**config.mk**
```make
export PLATFORM = sky130hd
export DESIGN_NAME = multiexp_window_sched
export DESIGN_NICKNAME = d
export VERILOG_FILES = /design/src/rtl/multiexp_window_sched.sv
export SDC_FILE = /design/constraint.sdc
export NUM_CORES = 2
export LEC_CHECK = 0
export CAP_MARGIN = 10
export CORE_AREA = 2 2 709 711
export CTS_BUF_LIST = sky130_fd_sc_hd__clkbuf_4 sky130_fd_sc_hd__clkbuf_8 sky130_fd_sc_hd__clkbuf_16
export CTS_CLUSTER_DIAMETER = 200
export CTS_CLUSTER_SIZE = 28
export DETAILED_ROUTE_END_ITERATION = 6
export DIE_AREA = 0 0 711 713
export SLEW_MARGIN = 40
export SYNTH_ARGS = -nofsm -noshare
export SYNTH_HDL_FRONTEND = slang
export SYNTH_SLANG_ARGS = --single-unit
```
**constraint.sdc**
```tcl
create_clock -name i_clk -period 39.2 [get_ports i_clk]
set_input_delay 7.84 -clock i_clk [delete_from_list [all_inputs] [get_ports i_clk]]
set_output_delay 7.84 -clock i_clk [all_outputs]
set_load 0.05 [all_outputs]
```
**src/rtl/multiexp_window_sched.sv**
```systemverilog
// Windowed double-and-add scheduler: buffers NUM_IN (point, scalar) pairs, then
// streams ADD/DBL/END commands MSB window first, skipping zero digits and leading doublings.
module multiexp_window_sched #(
  parameter int PNT_BITS = 768,
  parameter int SCL_BITS = 256,
  parameter int NUM_IN   = 4,
  parameter int WIN_BITS = 4,
  parameter int CTL_BITS = 8
) (
  input  logic                         i_clk,
  input  logic                         i_rst,
  input  logic                         i_pnt_scl_val,
  input  logic                         i_pnt_scl_sop,
  input  logic                         i_pnt_scl_eop,
  input  logic [PNT_BITS+SCL_BITS-1:0] i_pnt_scl_dat,
  input  logic [CTL_BITS-1:0]          i_pnt_scl_ctl,
  output logic                         o_pnt_scl_rdy,
  output logic                         o_cmd_val,
  output logic                         o_cmd_sop,
  output logic                         o_cmd_eop,
  output logic [PNT_BITS+WIN_BITS-1:0] o_cmd_dat,
  output logic [CTL_BITS-1:0]          o_cmd_ctl,
  input  logic                         i_cmd_rdy,
  output logic                         o_busy,
  output logic [1:0]                   o_state
);

  localparam int NUM_WIN = (SCL_BITS + WIN_BITS - 1) / WIN_BITS;
  localparam int SCL_PAD = NUM_WIN * WIN_BITS;
  localparam int IDX_W   = (NUM_IN > 1) ? $clog2(NUM_IN) : 1;
  localparam int WIN_W   = (NUM_WIN > 1) ? $clog2(NUM_WIN) : 1;
  localparam int DBL_W   = (WIN_BITS > 1) ? $clog2(WIN_BITS) : 1;

  localparam logic [1:0] OP_DBL = 2'd0;
  localparam logic [1:0] OP_ADD = 2'd1;
  localparam logic [1:0] OP_END = 2'd2;

  typedef enum logic [1:0] {S_LOAD = 2'd0, S_SCAN = 2'd1, S_DBL = 2'd2, S_END = 2'd3} state_t;

  state_t                      state_q, state_d;
  logic [IDX_W-1:0]            load_cnt_q, load_cnt_d;
  logic [IDX_W-1:0]            idx_q, idx_d;
  logic [WIN_W-1:0]            win_q, win_d;
  logic [DBL_W-1:0]            dbl_cnt_q, dbl_cnt_d;
  logic                        acc_nz_q, acc_nz_d;
  logic                        first_q, first_d;
  logic                        busy_q, busy_d;
  logic                        val_q, val_d, sop_q, sop_d, eop_q, eop_d;
  logic [PNT_BITS+WIN_BITS-1:0] dat_q, dat_d;
  logic [CTL_BITS-1:0]         ctl_q, ctl_d;

  logic [PNT_BITS-1:0] pnt_q [NUM_IN];
  logic [SCL_PAD-1:0]  scl_q [NUM_IN];
  logic [WIN_BITS-1:0] digit;
  logic                out_free;
  logic                load_fire;
  logic                unused_in;

  // Framing on the input side is ignored; the pair count alone closes a batch.
  assign unused_in = ^{i_pnt_scl_sop, i_pnt_scl_eop, i_pnt_scl_ctl};

  assign load_fire = (state_q == S_LOAD) && i_pnt_scl_val;
  assign out_free  = !val_q || i_cmd_rdy;
  assign digit     = scl_q[idx_q][win_q*WIN_BITS +: WIN_BITS];

  always_ff @(posedge i_clk) begin
    if (load_fire) begin
      pnt_q[load_cnt_q] <= i_pnt_scl_dat[PNT_BITS+SCL_BITS-1:SCL_BITS];
      scl_q[load_cnt_q] <= SCL_PAD'(i_pnt_scl_dat[SCL_BITS-1:0]);
    end
  end

  always_ff @(posedge i_clk) begin
    if (i_rst) begin
      state_q    <= S_LOAD;
      load_cnt_q <= '0;
      idx_q      <= '0;
      win_q      <= '0;
      dbl_cnt_q  <= '0;
      acc_nz_q   <= 1'b0;
      first_q    <= 1'b0;
      busy_q     <= 1'b0;
      val_q      <= 1'b0;
      sop_q      <= 1'b0;
      eop_q      <= 1'b0;
      dat_q      <= '0;
      ctl_q      <= '0;
    end else begin
      state_q    <= state_d;
      load_cnt_q <= load_cnt_d;
      idx_q      <= idx_d;
      win_q      <= win_d;
      dbl_cnt_q  <= dbl_cnt_d;
      acc_nz_q   <= acc_nz_d;
      first_q    <= first_d;
      busy_q     <= busy_d;
      val_q      <= val_d;
      sop_q      <= sop_d;
      eop_q      <= eop_d;
      dat_q      <= dat_d;
      ctl_q      <= ctl_d;
    end
  end

  // Handshake: a command transfers on a cycle where o_cmd_val && i_cmd_rdy;
  // dat/ctl/sop/eop hold while val is high and rdy is low. A pair transfers
  // on i_pnt_scl_val && o_pnt_scl_rdy, and rdy is high only in LOAD.
  always_comb begin
    state_d    = state_q;
    load_cnt_d = load_cnt_q;
    idx_d      = idx_q;
    win_d      = win_q;
    dbl_cnt_d  = dbl_cnt_q;
    acc_nz_d   = acc_nz_q;
    first_d    = first_q;
    busy_d     = busy_q;
    val_d      = val_q;
    sop_d      = sop_q;
    eop_d      = eop_q;
    dat_d      = dat_q;
    ctl_d      = ctl_q;
    if (val_q && i_cmd_rdy) begin
      val_d = 1'b0;
      sop_d = 1'b0;
      eop_d = 1'b0;
    end
    case (state_q)
      S_LOAD: begin
        if (i_pnt_scl_val) begin
          busy_d = 1'b1;
          if (load_cnt_q == IDX_W'(NUM_IN - 1)) begin
            load_cnt_d = '0;
            state_d    = S_SCAN;
            win_d      = WIN_W'(NUM_WIN - 1);
            idx_d      = '0;
            acc_nz_d   = 1'b0;
            first_d    = 1'b1;
          end else begin
            load_cnt_d = load_cnt_q + IDX_W'(1);
          end
        end
      end
      S_SCAN: begin
        if (out_free) begin
          if (digit != '0) begin
            val_d    = 1'b1;
            sop_d    = first_q;
            eop_d    = 1'b0;
            first_d  = 1'b0;
            dat_d    = {pnt_q[idx_q], digit};
            ctl_d    = CTL_BITS'({idx_q, OP_ADD});
            acc_nz_d = 1'b1;
          end
          // Doublings only start once the accumulator holds a non-infinite point.
          if (idx_q == IDX_W'(NUM_IN - 1)) begin
            if (win_q == '0) begin
              state_d = S_END;
            end else begin
              win_d = win_q - WIN_W'(1);
              idx_d = '0;
              if (acc_nz_d) begin
                state_d   = S_DBL;
                dbl_cnt_d = '0;
              end
            end
          end else begin
            idx_d = idx_q + IDX_W'(1);
          end
        end
      end
      S_DBL: begin
        if (out_free) begin
          val_d   = 1'b1;
          sop_d   = first_q;
          eop_d   = 1'b0;
          first_d = 1'b0;
          dat_d   = '0;
          ctl_d   = CTL_BITS'(OP_DBL);
          if (dbl_cnt_q == DBL_W'(WIN_BITS - 1)) state_d = S_SCAN;
          else dbl_cnt_d = dbl_cnt_q + DBL_W'(1);
        end
      end
      S_END: begin
        if (val_q && eop_q) begin
          if (i_cmd_rdy) begin
            busy_d  = 1'b0;
            state_d = S_LOAD;
          end
        end else if (out_free) begin
          val_d   = 1'b1;
          sop_d   = first_q;
          eop_d   = 1'b1;
          first_d = 1'b0;
          dat_d   = '0;
          ctl_d   = CTL_BITS'(OP_END);
        end
      end
      default: state_d = S_LOAD;
    endcase
  end

  assign o_pnt_scl_rdy = (state_q == S_LOAD);
  assign o_cmd_val     = val_q;
  assign o_cmd_sop     = sop_q;
  assign o_cmd_eop     = eop_q;
  assign o_cmd_dat     = dat_q;
  assign o_cmd_ctl     = ctl_q;
  assign o_busy        = busy_q;
  assign o_state       = state_q;

endmodule
```
Yosys cells after proc, flatten, opt, wreduce, memory -nomap -nowiden
Memory sizes are Yosys's and may differ from the RTL's. A register that Yosys moved wholly into a read port is not among the register bits.
Cells that the tools add are included.

cells by class
  add/sub/neg operators = 4
  multiply operators = 0
  divide/modulo/power cells = 0
  order comparisons = 0
  equal/unequal tests = 22
  shift-type cells = 1
  multiplexer cells = 85
  bitwise logic cells = 0
  reductions and logical operators = 22

operator list
  kind                                              number
  2-to-1 mux 772 bit                                4
  case mux 772 bit (3 select lines)                 1
  indexed part select 256 x 9 -> 4 bit              1
  2-to-1 mux 2 bit                                  26
  2-to-1 mux 8 bit                                  5
  2-to-1 mux 1 bit                                  33
  2-to-1 mux 6 bit                                  5
  != test 2 bit, second input constant              13
  case mux 8 bit (3 select lines)                   1
  case mux 6 bit (2 select lines)                   1
  AND reduction 4 bit                               3
  AND reduction 6 bit                               2
  equality test 2 bit, second input constant        5
  AND reduction 5 bit                               2
  case mux 1 bit (3 select lines)                   3
  AND reduction 9 bit                               1
  case mux 2 bit (2 select lines)                   2
  case mux 2 bit (4 select lines)                   1
  AND reduction 7 bit                               1
  adder 2 x 1 -> 2 bit, second input constant       3
  logical NOT 6 bit                                 1
  != test 3 bit, second input constant              2
  nonzero test 2 bit                                3
  subtractor 6 x 1 -> 6 bit, second input constant  1
  other kinds (11)                                  14

storage, ports and cells
  bits in registers = 800
  latch bits = 0
  memory bits (writable) = 4096
  bits in read-only memories = 0
  input port bits = 1038
  output and inout bits = 787
  word-level logic and storage cells = 149
  memories = 2

memory list
  name   words  bits a word  rd ports  clocked after Yosys merged registers in  write ports  line  text
  pnt_q  4      768          1         1                                        1            52    logic [PNT_BITS-1:0] pnt_q [NUM_IN];
  scl_q  4      256          1         1                                        1            53    logic [SCL_PAD-1:0] scl_q [NUM_IN];

Depth between registers and ports, before layout
  depth after elaboration = 10
  gate-level depth with buffers = 20
  gate-level depth less buffers = 9

Least setup slack after synthesis
No wires, ideal clock.

  path kind = input to register
  start = input port i_pnt_scl_val
  end = memory pnt_q[0][0] (enable)
  library setup time = 1532 ps
  arrival time = 31347 ps
  data required time = 37668 ps
  slack = 6322 ps
  stages = 2
  path buffers = 0
  path through = nor3b_1 -> and2_1

on the way
  word-level cells in the longest chain between the ends = 3

RTL lines
  what                                    line  text
  start, declared                         12    input logic i_pnt_scl_val,
  logical AND 1 bit                       62    assign load_fire = (state_q == S_LOAD) && i_pnt_scl_val;
  2-to-1 mux 1 bit                        67    if (load_fire) begin
  2-to-1 mux 1 bit (implied by the code)  68    pnt_q[load_cnt_q] <= i_pnt_scl_dat[PNT_BITS+SCL_BITS-1:SCL_BITS];
  end, declared                           52

No other way between the ends.

Worst setup path after layout
  start = input port i_pnt_scl_val
  end = memory pnt_q[2][581] (enable)

Same word-level chain as after synthesis.

==> impl_metrics.yaml <==
power_and_ir_drop:
  p_comb_share_pct: 6.2
  seq_power_share_pct: 64.6
  power_density_mw_per_mm2: 44.1
  power_frac_clock_pct: 29.2
  vdd_drop_max_mv: 0.0359
  cellLeakagePower_uw: 0.0638
  net-switching-power_uw: 1940
  switching_share_pct: 21.3
  p_int_uw: 7170
timing:
  max_slew_margin_pct: 37.1
  hold_violations: 0
  slew_violations: 0
  tightest_slew_ps: 943
  fmax_ghz: 0.0751
  setup_slack_ps: 25890
  period_share_pct: 34.0
  rsz0062_at_grt: "false"
  setup_viol: 0
  timing.final.crit_period_ps: 13310
  finalSetupTns_ps: 0
  clock_skew_ps: 94.4
die:
  start_util_pct: 34.9
  core.rowCount: 260
  die-area_sq_mm: 0.507
  die_x_um: 711
  die_y_um: 713
  ios: 1825
  core_area_sq_mm: 0.500
routing:
  routed_wl_um: 520000
  drtPass1Iterations: 5
  routed-via-count: 86064
  drtIter0Drc: 8329
  ant_nets: 0
  vias_per_cell: 5.28
  drc: 0
  wire_per_inst_um: 31.9
synth:
  synth_edf_count: 4096
  ys_ff_latch: 4894
  ys.flop_type: "edfxtp_1"
  yosysSeqAreaShare_pct: 79.8
  synthArstFlopShare_pct: 0
  netlist_area_sq_mm: 0.174
  synthesis.instances: 7609
  yosys_warnings: 0
  syn_area_per_cell_sq_um: 22.9
  synth.distinct_cells: 68
worst_setup_path:
  crit_chain: "clkdlybuf4s50_1 > nor3b_2 > and2_4 > buf_6 > buf_4 > buf_4 > buf_6 > buf_4 > buf_4"
  cp_num_buf_inv: 7
  cp_top_family: "buffers and inverters"
  cpMostUsedCell: "buf_4"
  critPathRequiredTime_ps: 39720
  critPathSlowestCell: "buf_4"
  reg2reg_depth: 18
  cp.depth: 9
  crit_path_max_fanout: 55
  crit_arrival_ps: 13830
  crit_path_end_kind: "flop"
  critPathKind: "input pin to flop"
  start_kind: "input pin"
  cp_slowest_stage_delay_ps: 780
layout:
  nets: 10389
  drive_above_1_share_pct: 17.4
  nFillCells: 43472
  layout_common_cells: "edfxtp_1 (4096), clkdlybuf4s50_1 (1741), mux4_2 (1021)"
  areaGrowthSynthToFinish_pct: 18.6
  layout.cells.most_common: "edfxtp_1"
clocking:
  cts_made_buffers: 198
  tritoncts: "yes"
  ctsResizeCount: 0
  cts_setup_buffers: 0
  root_buffer: "clkbuf_16"
  h-tree-depth: 4
  cts.path.max_buffers: 4
  clkTransAtPathRegs_ps: 110
  cts_sinks: 4894
  worstSkewPairLatency_ps: 980
  hold_buffers: 0
global_routing:
  antenna_found_initial: 290
  grt_pass1_vias: 85723
  grt_pass1_wl_um: 707000
  grt-ovfl-total: 0
  grt_max_degree: 142
  track_usage_pct: 19.7
placement:
  pre_cts_ws_ps: 24130
  port_buffers: 1810
  dp_hpwl_um: 363000
  gp_congestion: 0.833
min_path:
  hold_path_depth: 1
  hp-class: "flop to flop"
run:
  cap_violations: 0
status:
  status: "completed"
[cells by family after synthesis]
group	after synthesis	synth area share (%)
other	1	0.00215
xor gates and xnor gates	4	0.0201
buffers and inverters	459	1.42
muxes	1080	13.5
adders and majority gates	7	0.0503
DFF	4894	79.8
and+or+nand+nor	216	0.567
AOI/OAI and AO/OA	948	4.61
[synthesized netlist by cell type, drive strengths merged (7+ instances only)]
| cell | instances | area, sq um |
|---|---|---|
| mux4 | 1021 | 23000 |
| o22ai | 7 | 43.8 |
| buf | 235 | 1640 |
| a2111oi | 7 | 67.6 |
| nor2 | 47 | 176 |
| o221ai | 8 | 70.1 |
| a31oi | 7 | 43.8 |
| inv | 10 | 37.5 |
| nand3 | 27 | 135 |
| dfxtp | 798 | 16000 |
| a22o | 774 | 6780 |
| clkbuf | 212 | 796 |
| a21oi | 30 | 150 |
| edfxtp | 4096 | 123000 |
| a22oi | 34 | 255 |
| ha | 7 | 87.6 |
| a211oi | 9 | 67.6 |
| nand2 | 89 | 334 |
| mux2i | 48 | 480 |
| mux2 | 11 | 124 |
| nor2b | 16 | 100 |
| o21ai | 22 | 110 |
[registers in the layout, indices dropped and copies added, names as in the netlist, named ones only]
| register | cells |
|---|---|
| acc_nz_q | 1 |
| dbl_cnt_q | 2 |
| first_q | 1 |
| idx_q | 2 |
| load_cnt_q | 2 |
| o_busy | 1 |
| o_cmd_ctl | 4 |
| o_cmd_dat | 772 |
| o_cmd_eop | 1 |
| o_cmd_sop | 1 |
| o_cmd_val | 1 |
| o_state | 2 |
| pnt_q | 3072 |
| scl_q | 1024 |
| win_q | 6 |
[worst paths after layout]
| path | from | end | slack [ps] |
|---|---|---|---|
| max | i_pnt_scl_val | pnt_q[2][581]$_DFFE_PP_ | 25890 |
| min | o_cmd_ctl[0]$_SDFFE_PP0P_ | o_cmd_ctl[0]$_SDFFE_PP0P_ | 470 |
| max reg2reg | flop | o_cmd_dat[134]$_SDFFE_PP0P_ | 29540 |
| min reg2reg | o_cmd_ctl[0]$_SDFFE_PP0P_ | o_cmd_ctl[0]$_SDFFE_PP0P_ | 470 |
[per-layer routing]
layer  share of wire (%)  vias to the layer above  GRT usage [%]
met5                0.27                        -              0
met4                 4.9                      222           8.45
met3                 8.9                     1002           6.68
met2                  50                     3273           33.5
met1                  36                    45940           22.7
li1                    -                    35627              -
[stage by stage]
| stage | util [%] | std cells | area, sq um | total power (uW) | hold WS [ps] |
|---|---|---|---|---|---|
| CTS | 41.2 | 16179 | 206000 | 9180 | 472 |
| finish | 41.3 | 16304 | 207000 | 9110 | 471 |
| detailed placement | 40.0 | 15816 | 200000 | 6570 | 443 |
| global route | 41.3 | 16228 | 206000 | 9380 | 502 |
| floorplan | - | 7612 | 174000 | 6480 | 466 |
| global placement | 39.9 | 15810 | 200000 | 6550 | 438 |
[layout make-up]
type                            count  area [sq um]  area share [%]
Timing Repair Buffer             1979         19700            9.52
Tap cell                         6681          8360            4.05
Clock inverter                     14           262           0.127
Sequential cell                  4894        139000            67.3
Inverter                           12          52.6          0.0254
Antenna cell                      116           290           0.141
Multi-Input combinational cell   2259         32800            15.9
Clock buffer                      349          6130            2.97
[worst register-to-register path, delay by kind of cell, from the launching register on]
| kind | cells | cell delay (ps) |
|---|---|---|
| buffers and inverters | 9 | 5170 |
| multiplexers | 2 | 1360 |
| AO/OA/AOI/OAI | 4 | 1330 |
| AND/OR/NAND/NOR | 3 | 900 |
| flip-flops | 1 | 820 |
[power by group through the flow]
stage | sequential, uW | clock (uW) | combinational, uW
floorplan | 6240 | 0 | 245
global placement | 5990 | 0 | 555
detailed placement | 6000 | 0 | 569
CTS | 5890 | 2730 | 571
global route | 5900 | 2890 | 595
finish | 5880 | 2660 | 563
Power figures use the tool's default switching activity.
